**config.mk**
```make
export PLATFORM = sky130hd
export DESIGN_NAME = shift_right_unit
export DESIGN_NICKNAME = d
export VERILOG_FILES = /design/src/rtl/mips_shift_pkg.sv /design/src/rtl/shr_step.sv /design/src/rtl/shift_right_unit.sv
export SDC_FILE = /design/constraint.sdc
export NUM_CORES = 1
export LEC_CHECK = 0
export CORE_ASPECT_RATIO = 0.8
export CORE_UTILIZATION = 40
export CTS_CLUSTER_DIAMETER = 80
export DETAILED_ROUTE_END_ITERATION = 16
export GPL_ROUTABILITY_DRIVEN = 0
export SLEW_MARGIN = 25
export SYNTH_ARGS = -nofsm -noshare
export SYNTH_HDL_FRONTEND = slang
export SYNTH_SLANG_ARGS = --single-unit
```
**constraint.sdc**
```tcl
create_clock -name clk -period 6.71 [get_ports clk]
set_clock_uncertainty 0.2 [all_clocks]
set_input_delay 1.0065 -clock clk [delete_from_list [all_inputs] [get_ports clk]]
set_output_delay 1.0065 -clock clk [all_outputs]
set_load 0.05 [all_outputs]
```
**src/rtl/mips_shift_pkg.sv**
```systemverilog
// Shared definitions for the multi-cycle right shifter: state encoding,
// default geometry and the set of supported per-cycle step sizes.
package mips_shift_pkg;

  localparam int WIDTH_DEF   = 32;
  localparam int SHAMT_W_DEF = 5;

  typedef enum logic [1:0] {
    S_IDLE  = 2'd0,
    S_SHIFT = 2'd1,
    S_DONE  = 2'd2
  } state_e;

  localparam int N_STEP_LEGAL = 4;
  localparam int STEP_LEGAL [N_STEP_LEGAL] = '{1, 2, 4, 8};

  // True when s is one of the supported bits-per-cycle values.
  function automatic bit step_is_legal(input int s);
    bit ok;
    ok = 1'b0;
    for (int i = 0; i < N_STEP_LEGAL; i++) begin
      if (STEP_LEGAL[i] == s) ok = 1'b1;
    end
    return ok;
  endfunction

endpackage

```
**src/rtl/shr_step.sv**
```systemverilog
// Combinational right shift by a small amount k, filling the vacated MSBs
// with a single fill bit (zero for logical, sign for arithmetic).
module shr_step #(
  parameter int WIDTH = mips_shift_pkg::WIDTH_DEF
) (
  input  logic [WIDTH-1:0] din,
  input  logic [3:0]       k,
  input  logic             fill,
  output logic [WIDTH-1:0] dout
);

  logic [2*WIDTH-1:0] ext;

  // Prepend a word of fill bits so a plain shift brings them in from the top.
  always_comb begin
    ext  = {{WIDTH{fill}}, din};
    dout = WIDTH'(ext >> k);
  end

endmodule

```
**src/rtl/shift_right_unit.sv**
```systemverilog
// Multi-cycle logical/arithmetic right shifter with start/busy/done
// handshake. Shifts up to STEP bits per cycle; the result register only
// changes on entry to DONE, so it stays stable through later operations.
module shift_right_unit
  import mips_shift_pkg::*;
#(
  parameter int WIDTH   = WIDTH_DEF,
  parameter int SHAMT_W = SHAMT_W_DEF,
  parameter int STEP    = 1
) (
  input  logic               clk,
  input  logic               rst_n,
  input  logic               start,
  input  logic [WIDTH-1:0]   Datain,
  input  logic [SHAMT_W-1:0] shamt,
  input  logic               arith,
  output logic               busy,
  output logic               done,
  output logic [WIDTH-1:0]   Dataout
);

  if (!step_is_legal(STEP)) begin : g_bad_step
    $error("shift_right_unit: STEP must be 1, 2, 4 or 8");
  end
  if (SHAMT_W != $clog2(WIDTH)) begin : g_bad_shamt_w
    $error("shift_right_unit: SHAMT_W must equal log2(WIDTH)");
  end

  state_e             state_q, state_d;
  logic [WIDTH-1:0]   work_q, work_d;
  logic [SHAMT_W-1:0] rem_q, rem_d;
  logic               mode_q, mode_d;
  logic               sign_q, sign_d;
  logic [WIDTH-1:0]   dout_q, dout_d;

  logic [3:0]         k;
  logic [WIDTH-1:0]   shifted;

  // Clamp this cycle's shift to the remaining amount so rem never underflows.
  always_comb begin
    if ({1'b0, rem_q} < (SHAMT_W+1)'(STEP)) k = 4'(rem_q);
    else                                    k = 4'(STEP);
  end

  shr_step #(.WIDTH(WIDTH)) u_shr_step (
    .din  (work_q),
    .k    (k),
    .fill (mode_q & sign_q),
    .dout (shifted)
  );

  // Next-state logic: accept in IDLE/DONE, iterate in SHIFT, load result on entry to DONE.
  always_comb begin
    state_d = state_q;
    work_d  = work_q;
    rem_d   = rem_q;
    mode_d  = mode_q;
    sign_d  = sign_q;
    dout_d  = dout_q;
    case (state_q)
      S_SHIFT: begin
        work_d = shifted;
        rem_d  = rem_q - SHAMT_W'(k);
        if (rem_d == '0) begin
          state_d = S_DONE;
          dout_d  = shifted;
        end
      end
      default: begin
        if (start) begin
          work_d = Datain;
          rem_d  = shamt;
          mode_d = arith;
          sign_d = Datain[WIDTH-1];
          if (shamt != '0) begin
            state_d = S_SHIFT;
          end else begin
            state_d = S_DONE;
            dout_d  = Datain;
          end
        end else begin
          state_d = S_IDLE;
        end
      end
    endcase
  end

  // State and datapath registers; reset discards any in-flight operation.
  always_ff @(posedge clk or negedge rst_n) begin
    if (!rst_n) begin
      state_q <= S_IDLE;
      work_q  <= '0;
      rem_q   <= '0;
      mode_q  <= 1'b0;
      sign_q  <= 1'b0;
      dout_q  <= '0;
    end else begin
      state_q <= state_d;
      work_q  <= work_d;
      rem_q   <= rem_d;
      mode_q  <= mode_d;
      sign_q  <= sign_d;
      dout_q  <= dout_d;
    end
  end

  assign busy    = (state_q == S_SHIFT);
  assign done    = (state_q == S_DONE);
  assign Dataout = dout_q;

endmodule

```
### Yosys cells after proc, flatten, opt, wreduce, memory -nomap -nowiden

Index checks and enable logic that the tools add are counted.

| storage, ports and cells | value |
|---|---|
| register bits | 73 |
| logic and storage cells | 33 |
| output and inout port bits | 34 |
| bits of input ports | 41 |

| operators by class | value |
|---|---|
| muxes and demuxes | 13 |
| eq/ne operators | 4 |
| magnitude comparators | 1 |
| $add $sub $neg | 1 |
| bitwise operators | 2 |
| shift-type cells | 1 |
| reductions and logical operators | 5 |

Operator list:

| kind | count |
|---|---|
| 2-to-1 mux 32 bit | 6 |
| >> shifter 64 x 4 -> 32 bit | 1 |
| 2-to-1 mux 5 bit | 2 |
| 2-to-1 mux 2 bit | 4 |
| logical NOT 5 bit | 1 |
| < comparator 5 x 1 -> 1 bit, second input constant | 1 |
| nonzero test 5 bit | 1 |
| subtractor 5 x 4 -> 5 bit | 1 |
| 2-to-1 mux 4 bit | 1 |
| AND reduction 3 bit | 1 |
| == test 2 x 1 -> 1 bit, second input constant | 1 |
| == test 2 bit, second input constant | 1 |
| inequality test 2 x 1 -> 1 bit, second input constant | 1 |
| inequality test 2 bit, second input constant | 1 |
| AND reduction 2 bit | 1 |
| nonzero test 2 bit | 1 |
| bitwise AND 1 bit | 1 |
| inverter 1 bit | 1 |

### Longest topological paths before layout

Gate-level depths: netlist of run 1.

| logic depth | value |
|---|---|
| word-level depth | 6 |
| depth in mapped cells | 8 |
| depth with buffers taken out | 7 |

### Cells and area by module

From an unflattened synthesis of run 1, not the netlist that was laid out.

| second synthesis, totals | value |
|---|---|
| cell total of the unflattened synthesis | 504 |
| area total of the unflattened synthesis | 5200.0 sq um |

Modules (own cells, without submodules):

| module | area an instance (sq um) | seq. area each (sq um) | times used | cells each |
|---|---|---|---|---|
| shift_right_unit | 3559.7 | 1826.8 | 1 | 331 |
| shr_step | 1640.3 | 0.0 | 1 | 173 |

### Least setup slack after synthesis of run 1

Ideal clock, no wire load.

| timing path | value |
|---|---|
| kind | input to register |
| start point | in shamt[2] |
| end point | reg dout_q[10] (netlist: Dataout[10]) |
| setup time | 0.125 ns |
| data arrival time | 2.450 ns |
| buffers on the path | 1 |
| setup slack | 3.936 ns |
| required time | 6.385 ns |
| cell stages on the path | 4 |
| path through | or4_4 -> o32ai_4 -> buf_6 -> mux2_2 |

| between the ends | value |
|---|---|
| word-level cells in the longest chain between the ends | 3 |

RTL lines:

| item | RTL line | source |
|---|---|---|
| start, declared | shift_right_unit.sv:15 | `input logic [SHAMT_W-1:0] shamt,` |
| nonzero test 5 bit | shift_right_unit.sv:75 | `if (shamt != '0) begin` |
| inequality test 2 bit (no line) | - |  |
| AND reduction 3 bit (no line) | - |  |
| end signal, assigned | shift_right_unit.sv:103 | `dout_q <= dout_d;` |
| end, declared | shift_right_unit.sv:34 | `logic [WIDTH-1:0] dout_q, dout_d;` |

Every way passes these cells.
A chain may end at the register's enable or synchronous reset.

### Worst setup path in the final report of run 1

| timing path | value |
|---|---|
| start point | reg state_q[1] |
| end point | out busy |

| between the ends | value |
|---|---|
| word-level cells in the longest chain between the ends | 1 |

RTL lines:

| item | RTL line | source |
|---|---|---|
| start, declared | shift_right_unit.sv:29 | `state_e state_q, state_d;` |
| start signal, assigned | shift_right_unit.sv:98 | `state_q <= state_d;` |
| == test 2 x 1 -> 1 bit | shift_right_unit.sv:107 | `assign busy = (state_q == S_SHIFT);` |
| end, declared | shift_right_unit.sv:17 | `output logic busy,` |

Every way passes these cells.

==> results of run 1 <==
-- per-layer routing --
layer,track usage,part of all wire
met1,0.2759,0.50
met2,0.3009,0.45
met3,0.04413,0.051
met4,0.06020,0.0036
met5,0,0
-- state kept, by name, summed over array words and instances, names as in the netlist --
register / cells
rem_q: 5
Dataout: 32
sign_q: 1
state_q: 2
work_q: 32
mode_q: 1
-- final cells by class --
class | count | area share
tap | 112 | 0.02903
clock inverter | 7 | 0.02462
timing repair buffer | 80 | 0.1672
multi-input combinational | 235 | 0.3525
inverter | 2 | 0.001555
sequential | 73 | 0.3784
clock buffer | 9 | 0.04666
-- worst max-delay path by stage --
stage	slack, ns	cells after the start	end	start
6_report	3.17	3	busy	state_q[1]
5_1_grt	3.05	3	busy	state_q[1]
4_1_cts	3.14	3	busy	state_q[1]
3_5_place_dp	2.82	5	Dataout[30]	shamt[2]
3_3_place_gp	2.82	5	Dataout[15]	shamt[2]
2_1_floorplan	3.94	4	Dataout[10]	shamt[2]
-- layout by cell type (no fill, tap or decap), types with 2 or more instances in the layout --
cell / synthesis / layout
buf_4: 0 / 5
nor2b_1: 2 / 2
mux2_2: 61 / 61
a21oi_1: 3 / 3
nand4_1: 30 / 30
bufinv_16: 0 / 3
mux2_1: 5 / 5
clkinvlp_4: 0 / 2
nor2_1: 9 / 6
nand2_1: 66 / 66
nor4_1: 2 / 2
or3_1: 2 / 2
o21ai_0: 6 / 6
nor2_2: 0 / 2
clkbuf_16: 0 / 9
o211ai_1: 32 / 32
clkdlybuf4s50_1: 0 / 73
a31oi_1: 5 / 5
dfrtp_1: 73 / 73
-- report_power, final --
part           internal, mW  switching, mW  total, mW
sequential            0.674          0.151      0.824
combinational         0.638          0.964       1.60
clock                 0.363          0.188      0.550
total                  1.67           1.30       2.98
-- through the flow --
step,instances,power [mW]
detailed placement,501,2.421
finish,518,2.977
global placement,501,2.405
floorplan,338,1.980
global route,518,3.166
CTS,517,2.982
-- kinds of logic after synthesis --
kind of cell / count (synthesis) / synth area share
buf+inv: 30 / 0.03972
fa+ha+maj: 1 / 0.003424
simple gates: 117 / 0.1503
mux: 67 / 0.2062
flops: 73 / 0.5000
compound gates: 50 / 0.1003
==> impl_metrics.json, run 1 <==
{
  "core_area_mm2": 0.008671,
  "synth_most_common_cell": "dfrtp_1",
  "async_reset_ff_frac": 1.000,
  "post_cts_buffers": 0,
  "syn-cell-area_mm2": 0.003654,
  "min_to": "Dataout[7]",
  "synth-seq-cells": 73,
  "yosys.cell_types.count": 31,
  "status": "complete, no violations",
  "start_util": 0.4214,
  "setup_viol": 0,
  "grt_max_degree": 74,
  "dp_hpwl_um": 5200,
  "die_height_um": 87.48,
  "clock_latency_ns": 0.33,
  "relSlewSlack": 0.3844,
  "dr_total_vias": 2867,
  "tightest_slew_ns": 0.9234,
  "area_growth_pct": 32.12,
  "critical_path_required_ns": 5.50,
  "yosys-top-cells-area": "dfrtp_1, mux2_2, nand2_1",
  "worstSetupEndpointType": "output pin",
  "grt_usage": 0.1962,
  "finalCritPeriodShare": 0.5270,
  "hold_start": "Dataout[7]",
  "overflow": 0,
  "whs_ns": 0.2838,
  "worstHoldPathCells": 1,
  "rows": 30,
  "rsz0062_at_grt": "false",
  "dr.pass1.iters": 4,
  "wl_per_cell_um": 16.61,
  "path_max_fanout": 43,
  "ys_top_cells_by_count": "dfrtp_1, nand2_1, mux2_2",
  "postSynthCellCount": 338,
  "antenna_found_initial": 0,
  "ir_drop_v": 0.0002379,
  "cts-htree-levels": 3,
  "r2r-start": "state_q[1]",
  "grt_pass1_vias": 2909,
  "root_buffer": "clkbuf_16",
  "diodes": 0,
  "layout.nets": 443,
  "multi_input_area_mm2": 0.001702,
  "fmax_ghz": 0.2828,
  "tritoncts": "yes",
  "crit_family": "buffers and inverters",
  "min_period_ns": 3.536,
  "avgSynthCellArea_um2": 10.81,
  "cts_buffers": 9,
  "crit_buf_inv": 2,
  "critPathKind": "flip-flop to output pin",
  "synth_top_area_cell": "dfrtp_1",
  "post-route-util": 0.5567,
  "cts_resized": 0,
  "r2r_setup_slack_ns": 3.45,
  "viasPerCell": 5.535,
  "max_cap_viol_count": 0,
  "placed_area_mm2": 0.004452,
  "crit_chain": "nand2b_2, inv_2, clkdlybuf4s50_1",
  "drt_iter0_drc": 110,
  "clock_sinks": 73,
  "chipWidth_um": 108.9,
  "antenna_left": 0,
  "synth_fp_nets": 380,
  "seq_area_frac_synth": 0.5000,
  "synth-edff-count": 0,
  "crit_path_start_kind": "flip-flop",
  "p_leak_nw": 1.916,
  "portBuffers": 74,
  "cpPeakStageDelay_ns": 0.82,
  "hold_path_class": "flip-flop to flip-flop",
  "arrival_ns": 2.33,
  "r2r-end": "Dataout[30]",
  "drv_slew": 0,
  "synth_top_area_share": 0.5000,
  "finalInstanceArea_mm2": 0.004827,
  "reg2regPathDepth": 5,
  "finalSetupTns_ns": 0,
  "synth_flop_cell": "dfrtp_1",
  "drive_above_1_share": 0.2291,
  "clk_path_buf_depth": 2,
  "regArea_mm2": 0.001827,
  "ctsHoldBuffers": 0,
  "setup_ws_ns": 3.174,
  "synth_warnings": 0,
  "path_clk_slew_ns": 0.06,
  "nFillCells": 788,
  "wirelength_um": 8604,
  "grt_pass1_wl_um": 14480,
  "place_ws_ns": 2.822,
  "drc": 0,
  "hold_viol_final": 0,
  "die-area_mm2": 0.009522,
  "ios": 75,
  "p_per_area_mw_per_mm2": 616.8,
  "cp_slowest_cell": "clkdlybuf4s50_1"
}
(Power assumes the default switching activity.)
==> inputs of run 2 (changes only) <==
==> constraint.sdc (replaced) <==
create_clock -name clk -period 3.3 [get_ports clk]
set_clock_uncertainty 0.2 [all_clocks]
set_input_delay 0.495 -clock clk [delete_from_list [all_inputs] [get_ports clk]]
set_output_delay 0.495 -clock clk [all_outputs]
set_load 0.05 [all_outputs]
==> impl_metrics.json, run 2 (synthesis results as in run 1) <==
{
  "status": "complete, no violations",
  "power.share.combinational": 0.553,
  "area_growth_pct": 33.12,
  "post-route-util": 0.5609,
  "setup_ws_ns": 0.6081,
  "power_mw": 6.030,
  "critPathKind": "flip-flop to flip-flop",
  "fmax_ghz": 0.3715,
  "p_leak_nw": 1.947,
  "intPower_mw": 3.377,
  "cts_resized": 0,
  "min_period_ns": 2.692,
  "finalCritPeriodShare": 0.8157,
  "cpPeakStageDelay_ns": 0.46,
  "path_clk_slew_ns": 0.06,
  "hold_path_class": "flip-flop to flip-flop",
  "critical_path_required_ns": 3.32,
  "drv_slew": 0,
  "cts_buffers": 9,
  "worstSetupEndpointType": "flip-flop",
  "mostFrequentLayoutCells": "dfrtp_1, clkdlybuf4s50_1, nand2_1, mux2_2, o211ai_1",
  "relSlewSlack": 0.5971,
  "max_cap_viol_count": 0,
  "antenna_found_initial": 0,
  "drt_iter0_drc": 132,
  "drive_above_1_share": 0.2366,
  "cp_slowest_cell": "dfrtp_1",
  "ir_drop_v": 0.0005229,
  "finalSetupTns_ns": 0,
  "finalInstanceArea_mm2": 0.004863,
  "die-area_mm2": 0.009522,
  "p_seq_frac": 0.278,
  "p_per_area_mw_per_mm2": 1240,
  "worstHoldPathCells": 1,
  "wl_met3_um": 410,
  "dr.pass1.iters": 4,
  "overflow": 0,
  "ios": 75,
  "finalNonFillerCells": 522,
  "wl_per_cell_um": 16.58,
  "clock_latency_ns": 0.33,
  "core_area_mm2": 0.008671,
  "diodes": 0,
  "cts-htree-levels": 3,
  "clk_path_buf_depth": 2,
  "reg2regPathDepth": 7,
  "whs_ns": 0.2855,
  "viasPerCell": 5.511,
  "portBuffers": 74,
  "layout.nets": 448,
  "final_common_cell": "dfrtp_1",
  "hold_viol_final": 0,
  "dpl.cell_count": 505,
  "grt_max_degree": 74,
  "crit_chain": "or3_1, o21bai_1, ha_1, nand3_1, o32ai_4, buf_4, mux2_2",
  "start_util": 0.4214,
  "clock_sinks": 73,
  "dp_hpwl_um": 5435,
  "p_sw_mw": 2.653,
  "arrival_ns": 2.71,
  "met1_length_um": 4301,
  "root_buffer": "clkbuf_16",
  "p_clk_frac": 0.169,
  "chipWidth_um": 108.9,
  "placed_area_mm2": 0.004517,
  "path_max_fanout": 16,
  "grt_pass1_vias": 2848,
  "wirelength_um": 8655,
  "place_ws_ns": 0.5127,
  "swShare": 0.4399,
  "setup_viol": 0,
  "dr_total_vias": 2877,
  "rows": 30,
  "rsz0062_at_grt": "false",
  "grt_pass1_wl_um": 14080,
  "crit_path_start_kind": "flip-flop",
  "tightest_slew_ns": 0.6037,
  "grt_usage": 0.1913,
  "top_layer": "met4",
  "antenna_left": 0,
  "die_height_um": 87.48,
  "tritoncts": "yes",
  "drc": 0,
  "wl_met2_um": 3853
}
-- run 2: cell count changes in the layout (fill, tap and decap cells not counted), sizes merged --
cell | before | now
buf | 7 | 12
clkinv | 2 | 4
clkinvlp | 2 | 0
bufinv | 3 | 2
clkdlybuf4s50 | 73 | 72
dlygate4sd3 | 0 | 1
-- run 2: what timing repair did --
item / in CTS / in global routing
hold buffers: 0 / 1
buffers inserted: 0 / 0
hold endpoints to repair: 0 / 18
-- run 2: area by class of cell --
cell class	instances	area, µm²
well taps	112	140.1
fillers	787	3807
clock inverters	6	83.83
multi-input cells	235	1702
clock buffers	9	225.2
inverters	2	7.507
flip-flops and latches	73	1827
repair buffers	85	878.3
-- run 2: worst paths after layout --
path                            start           to  slack [ns]
setup / recovery             rem_q[1]   Dataout[9]        0.61
hold / removal             Dataout[7]   Dataout[7]        0.29
setup reg to reg             rem_q[1]   Dataout[9]        0.61
hold reg to reg            Dataout[7]   Dataout[7]        0.29
max in group asynchronous       rst_n  Dataout[27]        1.95
min in group asynchronous       rst_n     rem_q[1]        0.39
-- run 2: power by group through the flow --
stage	Sequential, mW	Combinational (mW)	Clock, mW
floorplan	2.32	1.71	0
global placement	1.68	3.29	0
detailed placement	1.69	3.34	0
CTS	1.68	3.35	1.04
global route	1.75	3.58	1.08
finish	1.68	3.33	1.02
-- run 2: routing by layer --
layer / vias to the layer above / global-route usage
met5: - / 0
li1: 1373 / -
met2: 80 / 0.3044
met4: 0 / 0.05160
met3: 8 / 0.04039
met1: 1416 / 0.2642
-- run 2: critical path: cells and delay by family, from the launching register on --
family | cells | cell delay [ns]
adders and majority gates | 1 | 0.28
muxes | 1 | 0.37
and+or+nand+nor | 2 | 0.61
AOI/OAI and AO/OA | 2 | 0.34
DFF | 1 | 0.46
buffers and inverters | 1 | 0.30
